### src/rtl/divider_pkg.sv
// -----------------------------------------------------------------------------
// divider_pkg
//   Shared types and sizing helpers for the iterative restoring divider.
//   Contents:
//     div_state_t       FSM state encoding (IDLE, RUN, DONE)
//     DEFAULT_WIDTH     operand width used when the top is not overridden
//     DEFAULT_CNT_WIDTH iteration counter width for DEFAULT_WIDTH
//     cnt_width()       iteration counter width for any WIDTH: $clog2(WIDTH)+1
// -----------------------------------------------------------------------------
package divider_pkg;

    typedef enum logic [1:0] {
        IDLE = 2'd0,
        RUN  = 2'd1,
        DONE = 2'd2
    } div_state_t;

    localparam int DEFAULT_WIDTH     = 4;
    localparam int DEFAULT_CNT_WIDTH = $clog2(DEFAULT_WIDTH) + 1;

    // One spare bit keeps the counter wide enough to hold WIDTH-1 for any WIDTH,
    // including exact powers of two.
    function automatic int cnt_width(input int width);
        return $clog2(width) + 1;
    endfunction

endpackage

### src/rtl/divider_step.sv
// -----------------------------------------------------------------------------
// divider_step
//   One combinational iteration of restoring division.
//   The pair {rem, q} is shifted left by one bit, and divisor is subtracted from
//   the upper part on a trial basis. When the trial result is non-negative, it
//   becomes the new partial remainder and a 1 enters the quotient. Otherwise the
//   shifted remainder is kept and a 0 enters the quotient.
// Ports:
//   rem       in   WIDTH+1  current partial remainder
//   q         in   WIDTH    current quotient / remaining dividend bits
//   divisor   in   WIDTH    divisor magnitude
//   next_rem  out  WIDTH+1  partial remainder after this iteration
//   next_q    out  WIDTH    quotient register after this iteration
// -----------------------------------------------------------------------------
module divider_step
    import divider_pkg::*;
#(
    parameter int WIDTH = DEFAULT_WIDTH
) (
    input  logic [WIDTH:0]   rem,
    input  logic [WIDTH-1:0] q,
    input  logic [WIDTH-1:0] divisor,
    output logic [WIDTH:0]   next_rem,
    output logic [WIDTH-1:0] next_q
);

    logic [WIDTH+1:0] shifted;
    logic [WIDTH:0]   trial;
    logic             fits;

    // The compare is done at full width, so the subtraction only needs WIDTH+1 bits.
    // Whenever the divisor fits, the shifted value is below 2*divisor, which keeps
    // the top bit clear.
    always_comb begin
        shifted  = {rem, q[WIDTH-1]};
        fits     = (shifted >= {2'b00, divisor});
        trial    = shifted[WIDTH:0] - {1'b0, divisor};
        next_rem = shifted[WIDTH:0];
        next_q   = {q[WIDTH-2:0], 1'b0};
        if (fits) begin
            next_rem = trial;
            next_q   = {q[WIDTH-2:0], 1'b1};
        end
    end

endmodule

### src/rtl/sequential_divider.sv
// -----------------------------------------------------------------------------
// sequential_divider
//   Iterative restoring divider that produces one quotient bit per clock.
//   A division accepted at edge E0 shows done=1 after edge E_WIDTH.
//   When the divisor is zero, the module finishes at the accepting edge. In that
//   case quotient is all ones, remainder equals dividend, and div_by_zero is set.
//   Optional feature macro: DIVIDER_SIGNED_EN
//     Defined   : operands are two's complement, and division truncates toward
//                 zero. The remainder takes the sign of the dividend. MIN / -1
//                 wraps to MIN with remainder 0.
//     Undefined : operands are unsigned, and no sign logic is built.
// Ports:
//   clk          in   1      clock, rising edge
//   rst_n        in   1      synchronous active-low reset
//   start        in   1      accept operands (ignored while busy)
//   dividend     in   WIDTH  numerator, sampled on accepted start
//   divisor      in   WIDTH  denominator, sampled on accepted start
//   quotient     out  WIDTH  quotient, valid while done=1
//   remainder    out  WIDTH  remainder, valid while done=1
//   busy         out  1      division in progress
//   done         out  1      results valid until next accepted start
//   div_by_zero  out  1      last accepted operation had a zero divisor
// -----------------------------------------------------------------------------
module sequential_divider
    import divider_pkg::*;
#(
    parameter int WIDTH = DEFAULT_WIDTH
) (
    input  logic             clk,
    input  logic             rst_n,
    input  logic             start,
    input  logic [WIDTH-1:0] dividend,
    input  logic [WIDTH-1:0] divisor,
    output logic [WIDTH-1:0] quotient,
    output logic [WIDTH-1:0] remainder,
    output logic             busy,
    output logic             done,
    output logic             div_by_zero
);

    localparam int               CNT_W = cnt_width(WIDTH);
    localparam logic [CNT_W-1:0] LAST  = CNT_W'(WIDTH - 1);

    div_state_t       state;
    logic [CNT_W-1:0] count;
    logic [WIDTH:0]   rem_reg;
    logic [WIDTH-1:0] q_reg;
    logic [WIDTH-1:0] div_reg;

    logic [WIDTH:0]   step_rem;
    logic [WIDTH-1:0] step_q;

    logic [WIDTH-1:0] load_dividend;
    logic [WIDTH-1:0] load_divisor;
    logic [WIDTH-1:0] final_quot;
    logic [WIDTH-1:0] final_rem;

    divider_step #(
        .WIDTH(WIDTH)
    ) u_step (
        .rem     (rem_reg),
        .q       (q_reg),
        .divisor (div_reg),
        .next_rem(step_rem),
        .next_q  (step_q)
    );

`ifdef DIVIDER_SIGNED_EN
    logic neg_q;
    logic neg_r;

    // The core always divides magnitudes. Negating MIN leaves MIN, which is the
    // correct unsigned magnitude, so MIN / -1 wraps back to MIN without any
    // special-case logic.
    always_comb begin
        load_dividend = dividend[WIDTH-1] ? -dividend : dividend;
        load_divisor  = divisor[WIDTH-1]  ? -divisor  : divisor;
        final_quot    = neg_q ? -step_q : step_q;
        final_rem     = neg_r ? -step_rem[WIDTH-1:0] : step_rem[WIDTH-1:0];
    end

    // Result signs are captured together with the operands. They are applied only
    // when the last iteration writes the output registers.
    always_ff @(posedge clk) begin
        if (!rst_n) begin
            neg_q <= 1'b0;
            neg_r <= 1'b0;
        end else if (start && (state != RUN) && (divisor != '0)) begin
            neg_q <= dividend[WIDTH-1] ^ divisor[WIDTH-1];
            neg_r <= dividend[WIDTH-1];
        end
    end
`else
    always_comb begin
        load_dividend = dividend;
        load_divisor  = divisor;
        final_quot    = step_q;
        final_rem     = step_rem[WIDTH-1:0];
    end
`endif

    // Main control FSM.
    // The quotient/remainder outputs are written only on entry to DONE, so they
    // keep the previous result throughout IDLE and RUN.
    always_ff @(posedge clk) begin
        if (!rst_n) begin
            state       <= IDLE;
            count       <= '0;
            rem_reg     <= '0;
            q_reg       <= '0;
            div_reg     <= '0;
            quotient    <= '0;
            remainder   <= '0;
            busy        <= 1'b0;
            done        <= 1'b0;
            div_by_zero <= 1'b0;
        end else begin
            case (state)
                IDLE, DONE: begin
                    if (start) begin
                        if (divisor != '0) begin
                            state       <= RUN;
                            count       <= '0;
                            rem_reg     <= '0;
                            q_reg       <= load_dividend;
                            div_reg     <= load_divisor;
                            busy        <= 1'b1;
                            done        <= 1'b0;
                            div_by_zero <= 1'b0;
                        end else begin
                            state       <= DONE;
                            quotient    <= '1;
                            remainder   <= dividend;
                            busy        <= 1'b0;
                            done        <= 1'b1;
                            div_by_zero <= 1'b1;
                        end
                    end
                end
                RUN: begin
                    rem_reg <= step_rem;
                    q_reg   <= step_q;
                    if (count == LAST) begin
                        state     <= DONE;
                        busy      <= 1'b0;
                        done      <= 1'b1;
                        quotient  <= final_quot;
                        remainder <= final_rem;
                    end else begin
                        count <= count + CNT_W'(1);
                    end
                end
                default: begin
                    state <= IDLE;
                    busy  <= 1'b0;
                    done  <= 1'b0;
                end
            endcase
        end
    end

endmodule
### config.mk
export PLATFORM = sky130hd
export DESIGN_NAME = sequential_divider
export DESIGN_NICKNAME = d
export VERILOG_FILES = /design/src/rtl/divider_pkg.sv /design/src/rtl/divider_step.sv /design/src/rtl/sequential_divider.sv
export SDC_FILE = /design/constraint.sdc
export NUM_CORES = 1
export LEC_CHECK = 0
export CORE_ASPECT_RATIO = 1.1
export CORE_MARGIN = 1.5
export CORE_UTILIZATION = 30
export DETAILED_ROUTE_END_ITERATION = 10
export GPL_TIMING_DRIVEN = 0
export PLACE_DENSITY = 0.61
export SYNTH_ARGS = -nofsm -noshare
export SYNTH_HDL_FRONTEND = slang
export SYNTH_SLANG_ARGS = --single-unit
### constraint.sdc
create_clock -name clk -period 1.7 [get_ports clk]
set_input_delay 0.34 -clock clk [delete_from_list [all_inputs] [get_ports clk]]
set_output_delay 0.34 -clock clk [all_outputs]
set_load 0.03 [all_outputs]
== Yosys cells after proc, flatten, opt, wreduce, memory -nomap -nowiden ==
Index checks and enable logic that the tools add are counted.

* Output and inout port bits: 11
* Register bits after elaboration: 29
* Word-level logic and storage cells: 63

* Add/subtract/negate cells: 2
* Magnitude comparators: 1
* Reduce and logical (&&, ||, !) cells: 10
* Equal/unequal tests: 8
* Multiplexer cells: 32

{| class="wikitable"
|+ Operator list
! kind !! number
|-
| two-way mux 4 bit || 8
|-
| case mux 4 bit (2 select lines) || 3
|-
| two-way mux 5 bit || 3
|-
| inequality test 2 bit (second input constant) || 5
|-
| case mux 5 bit (2 select lines) || 1
|-
| two-way mux 3 bit || 3
|-
| AND reduction 4 bit || 2
|-
| two-way mux 1 bit || 7
|-
| >= comparator 6 x 4 -> 1 bit || 1
|-
| two-way mux 2 bit || 3
|-
| case mux 3 bit (2 select lines) || 1
|-
| AND reduction 3 bit || 2
|-
| subtractor 5 x 4 -> 5 bit || 1
|-
| case mux 1 bit (2 select lines) || 2
|-
| case mux 2 bit (2 select lines) || 1
|-
| AND reduction 2 bit || 2
|-
| nonzero test 4 bit || 1
|-
| adder 3 x 1 -> 3 bit (second input constant) || 1
|-
| == test 3 x 2 -> 1 bit (second input constant) || 1
|-
| == test 2 x 1 -> 1 bit (second input constant) || 1
|-
| == test 2 bit (second input constant) || 1
|-
| zero test 2 bit || 1
|-
| nonzero test 2 bit || 1
|-
| OR reduction 2 bit || 1
|}

== Depth between registers and ports, before layout ==
Gate-level depths: netlist of run 1.

* Depth after elaboration: 4
* Depth in mapped cells: 9
* Gate-level depth less buffers: 9

== By module ==
Synthesis of run 1 repeated with hierarchy kept, for this count alone.

* Cells, all modules: 166
* Area, all modules: 1,398.8 um^2

{| class="wikitable"
|+ Modules (own cells, without submodules)
! module !! cells an instance !! seq. area each (um^2) !! instances !! area each (um^2)
|-
| sequential_divider || 133 || 560.5 || 1 || 1,134.8
|-
| divider_step || 33 || 0.0 || 1 || 264.0
|}

== Worst setup path after synthesis of run 1 ==
Ideal clock, no wire load.

* Kind: reg-to-reg
* Start point: register q_reg[3]
* End point: register remainder[3]
* Path buffers: 0
* Slack: -0.019 ns
* Data arrival time: 1.645 ns
* Cell stages (with the launch flop): 10
* Path through: dfxtp_1 inv_1 ha_1 inv_1 fa_1 nand3_1 nand2_1 nor3_1 a22oi_1 a31oi_1

* Word-level cells in the longest chain between the ends: 4
* Elaborated cells between the ends (all ways): 5
* Those cells by class: add/sub: 1; order compare: 1; mux: 3

{| class="wikitable"
|+ RTL lines
! what !! line !! source
|-
| from (decl) || sequential_divider.sv:47 || <nowiki>logic [WIDTH-1:0] q_reg;</nowiki>
|-
| from (signal assigned) || sequential_divider.sv:125 || <nowiki>q_reg <= load_dividend;</nowiki>
|-
| from (signal assigned) || sequential_divider.sv:142 || <nowiki>q_reg <= step_q;</nowiki>
|-
| subtractor 5 x 4 -> 5 bit or >= comparator 6 x 4 -> 1 bit (tied branches) || divider_step.sv:37, divider_step.sv:36 ||
|-
| two-way mux 5 bit (*) || divider_step.sv:40 || <nowiki>if (fits) begin</nowiki>
|-
| two-way mux 4 bit (*) || sequential_divider.sv:143 || <nowiki>if (count == LAST) begin</nowiki>
|-
| case mux 4 bit (2 select lines) (*) || sequential_divider.sv:118 || <nowiki>case (state)</nowiki>
|-
| to (signal assigned) || sequential_divider.sv:133 || <nowiki>remainder <= dividend;</nowiki>
|-
| to (signal assigned) || sequential_divider.sv:148 || <nowiki>remainder <= final_rem;</nowiki>
|-
| to (decl) || sequential_divider.sv:35 || <nowiki>output logic [WIDTH-1:0] remainder,</nowiki>
|}

Every way passes the cells marked *; elsewhere a longest branch is shown, timed or not. The select of a mux whose other input is x is not followed.
A chain may end at the register's enable or synchronous reset.

== Worst setup path in the final report of run 1 ==
* Start point: register q_reg[3]
* End point: register rem_reg[0]

* Word-level cells in the longest chain between the ends: 3
* Elaborated cells between the ends (all ways): 4
* Those cells by class: add/sub: 1; order compare: 1; mux: 2

{| class="wikitable"
|+ RTL lines
! what !! line !! source
|-
| subtractor 5 x 4 -> 5 bit or >= comparator 6 x 4 -> 1 bit (tied branches) || divider_step.sv:37, divider_step.sv:36 ||
|-
| two-way mux 5 bit (*) || divider_step.sv:40 ||
|-
| case mux 5 bit (2 select lines) (*) || sequential_divider.sv:118 ||
|-
| to (signal assigned) || sequential_divider.sv:141 || <nowiki>rem_reg <= step_rem;</nowiki>
|-
| to (decl) || sequential_divider.sv:46 || <nowiki>logic [WIDTH:0] rem_reg;</nowiki>
|}

Every way passes the cells marked *; elsewhere a longest branch is shown, timed or not.

==> results of run 1 <==
## report_power, final
part / internal (mW) / leakage (nW) / total (mW) / switching, mW
Combinational: 0.194 / 0.432 / 0.464 / 0.271
Clock: 0.316 / 0.0357 / 0.537 / 0.221
Sequential: 0.697 / 0.230 / 0.728 / 0.0307
## routing by layer
metal  vias up  share of wire [%]  track usage (%)
met5         -                  0                0
met4         0               0.93             3.85
met3         5                2.7             1.84
met2        20                 48             23.5
met1       571                 49             20.1
li1        620                  -                -
## what timing repair did
| item | 4_1_cts | 5_1_grt |
|---|---|---|
| pin swaps | 5 | 9 |
| buffers inserted | 2 | 1 |
| endpoints found under the setup margin | 11 | 13 |
| gates resized for setup | 14 | 13 |
## logic make-up (layout without fill, tap and decap cells)
| logic type | Yosys count | count (layout) | synth area share [%] |
|---|---|---|---|
| compound gates | 42 | 42 | 20.2 |
| mux | 1 | 1 | 0.731 |
| flops | 28 | 28 | 41.0 |
| fa+ha+maj | 7 | 7 | 6.95 |
| simple gates | 69 | 69 | 24.8 |
| xor+xnor | 2 | 2 | 1.28 |
| buf+inv | 13 | 41 | 5.12 |
## cell type report
class                   count  area, sq um  share of cell area (%)
clock buffers               3         41.3                    2.26
inverters                   7         26.3                    1.44
multi-input cells         121          815                    44.6
plain buffers               6         43.8                    2.40
well taps                  54         67.6                    3.70
flip-flops and latches     28          564                    30.9
repair buffers             24          238                    13.0
clock inverters             1         30.0                    1.64
## critical path, stage by stage (launching register included)
cell	delay, ps
dfxtp_2	340
inv_2	60
ha_4	120
inv_2	30
fa_2	340
nand3_2	100
and2_4	160
nand2_4	60
o211ai_1	250
a21oi_1	100
## per-stage QoR
step	setup TNS, ps	worst slack (ps)
finish	0	10.4
global route	-482	-80.1
CTS	0	0.533
detailed placement	-5020	-275
global placement	-5110	-285
floorplan	0	24.1
## cell usage in the layout (no fill, tap or decap), drive strengths merged, types with 2 or more instances in the layout
cell           instances
a211oi                 4
a21oi                 15
a311oi                 4
a31oi                  5
and2                   3
buf                    6
clkbuf                 6
clkdlybuf4s50         19
dfxtp                 28
dlymetal6s2s           2
ha                     6
inv                    7
nand2                 30
nand2b                 3
nand3                  6
nand3b                 2
nor2                  19
nor3                   2
o211ai                 2
o21ai                  9
## path summary, 6_finish.rpt
check / from / end / slack, ps
hold / removal: divisor[3] / div_reg[3] / 380
hold reg to reg: div_reg[1] / div_reg[1] / 460
setup reg to reg: q_reg[3] / rem_reg[0] / 10
setup / recovery: q_reg[3] / rem_reg[0] / 10
==> metrics, run 1 <==
Syn Nets=180; top cell type by total area after synthesis=dfxtp_1; starting density of the core=31.5%; Via density=between 4 and 5; post-route core utilization=a little over two fifths; design area=roughly 1800 sq um; CTS tree=done; antenna cells=0; max-cap violations=0; Root Driver=clkbuf_8; DRC viols=0; Core Footprint=4350 sq um; Worst Path Required=1850 ps; Final Hold Fails=0; insertion delay to the later sink of the worst-skew pair=around 280 ps; clk slew on worst S/H paths=100 ps; Area growth syn-to-layout=33.4%; CTS buffer count=3; H-tree depth=1; sequential area share after synthesis=41.0%; GRT overflow=0; crit path capture type=flip-flop; Hold Crit Depth=3; Setup violations, final=0; vias in the first global route=roughly 1,200; gpl congestion=roughly 0.84; die area=around 5000 sq um; clk buf depth=2; Nets=~210; CP startpoint kind=flip-flop; status=finished clean; Final Power=1.73 mW; Mapped Area=around 1400 sq um; top post-synthesis cells by count=dfxtp_1 (28), nand2_1 (27), nor2_1 (18); area share of the largest cell type after synthesis=around two fifths; fraction of layout cells with a size suffix above 1=about a fifth; Max Freq=approximately 600 MHz; number of flip-flops under the largest register name=5; average wire per standard cell=roughly 13 um; crit path time final=between 1500 and 2000 ps; final hold slack=around 380 ps; RSZ-0062 raised after global routing=yes; Hold Path Class=input pin to flip-flop; First-pass DRT Iterations=4; mean post-synth cell area=8.45 sq um; Cell Pwr Density=between 900 and 1000 nW/um^2; critical path fanouts, max=4; WS Path Type=flip-flop to flip-flop; Post-DP HPWL=between 2 and 2.5 mm; # hold bufs at CTS=0; DRT iter0 DRCs=between 90 and 100; cells after synthesis=roughly 160; fraction of registers with async set/reset=0%; maximum vdd ir drop=between 0.4 and 0.5 mV; row count=25; Arr. time, crit path=1840 ps; initial antenna violation count=0; EDFF count, synth=0; Yosys reg bits=28; Detail Route Antenna Nets=0; Synth cell types=39; Clock Sinks=28; Die Ht=between 70 and 80 um; count leader, synth=dfxtp_1; total I/O pin count=22; Slew Viols, Final=0; IO buf count=21; Synth area leaders=dfxtp_1 (41%), nand2_1 (7.4%), a21oi_1 (5.5%); Vias=1,216; DP Area=1650 sq um; Filler Cell Count=roughly 430; Final Non-Filler Cells=244; Total GRT Usage=14.5%; clock skew=roughly 4.9 ps; Ys Warns=0; headroom to the max-slew limit=65.0%; first-pass GRT wire length=around 5.6 mm; Tcrit/Tclk final=99.4%; Die X-Extent=around 67 um; drt total wl=between 3 and 4 mm; largest net degree at the start of global routing=17; placed cell count=about 240; worst-margin pin slew=around 530 ps; static leakage=approximately 0.7 nW; Worst Reg-to-Reg Cells=9; Synth Flop Type=dfxtp_1
Power figures use the tool's default switching activity.
==> run 2, diff against run 1 <==
- CORE_MARGIN: 1.5 -> default
- GPL_ROUTABILITY_DRIVEN: default -> 0
==> run 2 against run 1 <==
Sequential cell count is the same. Critical endpoint is now remainder[0]. Hold slack improved by 88 ps. Critical path type unchanged. Combinational power increased by 5.4%. Clock power decreased by 2%. Critical path depth down 3. Highest routed layer unchanged. Utilization rose by 0.63 points.
==> metrics, run 2 (synthesis results as in run 1) <==
first-pass GRT wire length=5.52 mm (was 5.62 mm); CTS buffer count=3 (unchanged); CTS tree=done (unchanged); R2R Path Start=rem_reg[2] (was q_reg[3]); maximum vdd ir drop=0.445 mV (was 0.462 mV); clk slew on worst S/H paths=100 ps (about the same); antenna cells=0 (unchanged); CP cell instances=ha_2 > a21oi_2 > and2_4 > nand2_4 > o211ai_1 > a31oi_1 (was inv_2 > ha_4 > inv_2 > fa_2 > nand3_2 > and2_4 > nand2_4 > o211ai_1 > a21oi_1); clk buf depth=2 (unchanged); Reg-to-Reg End=remainder[0] (was rem_reg[0]); starting density of the core=31.5% (unchanged); die area=4840 sq um (was 4980 sq um); static leakage=0.695 nW (was 0.697 nW); Critical Path Max Stage Delay=440 ps (was 340 ps); Post-DP HPWL=2.31 mm (about the same); DRC viols=0 (unchanged); clock skew=5.66 ps (was 4.88 ps); Die Ht=72.8 um (was 73.8 um); drt total wl=3.28 mm (was 3.23 mm); Die X-Extent=66.4 um (was 67.4 um); slowest CP cell=dfxtp_1 (was dfxtp_2); RSZ-0062 raised after global routing=yes (unchanged); crit path time final=1690 ps (about the same); CP startpoint kind=flip-flop (unchanged); Via density=4.84 (was 4.98); Setup violations, final=0 (unchanged); Worst Path Required=1860 ps (was 1850 ps); R2R setup slack=9 ps (was 10 ps); Hold Crit Depth=2 (was 3); Final Power=1.74 mW (was 1.73 mW); Final Hold Fails=0 (unchanged); initial antenna violation count=0 (unchanged); Detail Route Antenna Nets=0 (unchanged); vias in the first global route=1,175 (was 1,230); Tcrit/Tclk final=99.5% (was 99.4%); Filler Cell Count=439 (was 433); IO buf count=21 (unchanged); total I/O pin count=22 (unchanged); Worst Reg-to-Reg Cells=6 (was 9); leading cell types in the layout, fill and taps excluded=dfxtp_1 (26), nand2_1 (25), clkdlybuf4s50_1 (20) (was nand2_1 (25), dfxtp_1 (25), clkdlybuf4s50_1 (19)); Hold Path Class=flip-flop to flip-flop (was input pin to flip-flop); WS Path Type=flip-flop to flip-flop (unchanged); Root Driver=clkbuf_8 (unchanged); max-cap violations=0 (unchanged); H-tree depth=1 (unchanged); setup TNS=0 ps (unchanged); largest net degree at the start of global routing=17 (unchanged); Max Freq=591 MHz (was 592 MHz); hold wc startpoint=div_reg[2] (was divisor[3]); Arr. time, crit path=1850 ps (was 1840 ps); GRT overflow=0 (unchanged); insertion delay to the later sink of the worst-skew pair=270 ps (was 280 ps); hold worst-path end=div_reg[2] (was div_reg[3]); Core Footprint=4350 sq um (unchanged); fraction of layout cells with a size suffix above 1=22.5% (was 21.1%); final hold slack=464 ps (was 376 ps); Cell Pwr Density=939 nW/um^2 (was 947 nW/um^2); average wire per standard cell=13.4 um (was 13.2 um); First-pass DRT Iterations=4 (unchanged); headroom to the max-slew limit=64.3% (was 65.0%); Vias=1,186 (was 1,216); Clock Sinks=28 (unchanged); Total GRT Usage=14.7% (was 14.5%); crit path capture type=flip-flop (unchanged); Area growth syn-to-layout=35.4% (was 33.4%); critical path fanouts, max=4 (unchanged); worst-margin pin slew=535 ps (was 525 ps); row count=25 (unchanged); commonest non-fill, non-tap cell in the layout=dfxtp_1; Slew Viols, Final=0 (unchanged); # hold bufs at CTS=0 (unchanged); number of flip-flops under the largest register name=5 (unchanged); status=finished clean (unchanged); Nets=210 (was 209); DRT iter0 DRCs=53 (was 96)
[run 2: what timing repair did]
item / in CTS / in global routing
setup endpoints to repair: 11 / 14
resized for setup: 15 / 15
pin swaps: 4 / 6
setup buffers: 2 / 2
[run 2: through the flow]
| step | setup WS (ps) | instances | utilization (%) | area (sq um) |
|---|---|---|---|---|
| after floorplan | 24.1 | 162 | - | 1370 |
| after global placement | -293 | 237 | 38.0 | 1650 |
| after detailed placement | -309 | 237 | 38.0 | 1650 |
| after CTS | -2.56 | 243 | 41.1 | 1790 |
| after global routing | -99.8 | 245 | 42.6 | 1850 |
| final | 8.58 | 245 | 42.6 | 1850 |
[run 2: how the worst max path moves through the flow]
stage | start | end | slack [ps] | cells past startpoint
after detailed placement | divisor[0] | rem_reg[0] | -310 | 6
after CTS | q_reg[3] | remainder[0] | -3 | 9
final | rem_reg[2] | remainder[0] | 9 | 6
after global routing | q_reg[3] | remainder[0] | -100 | 9
after floorplan | q_reg[3] | remainder[2] | 20 | 9
after global placement | divisor[0] | rem_reg[2] | -290 | 6
[run 2: power by group]
part           leakage [nW]  switching [mW]  internal, mW
registers             0.229          0.0309         0.697
clock network        0.0357           0.209         0.315
logic                 0.430           0.283         0.206
total                 0.695           0.523          1.22
[run 2: final cells by class]
class,count,area (sq um),share of cell area (%)
Timing Repair Buffer,25,243,13.1
Sequential cell,28,563,30.4
Clock buffer,3,41.3,2.23
Clock inverter,1,30.0,1.62
Tap cell,54,67.6,3.65
Inverter,7,26.3,1.42
Multi-Input combinational cell,121,835,45.0
Buffer,6,47.5,2.57
[run 2: per-layer routing]
metal,global-route usage (%),vias to the layer above,wire (um)
li1,-,620,-
met3,2.34,6,69
met2,25.1,16,1590
met1,19.2,544,1570
met4,4.02,0,52
met5,0,-,0
[run 2: worst max-delay path: cells and delay by family (launching register included)]
kind | cells | cell delay (ps)
AOI/OAI and AO/OA | 3 | 550
adders and majority gates | 1 | 360
and+or+nand+nor | 2 | 240
DFF | 1 | 440
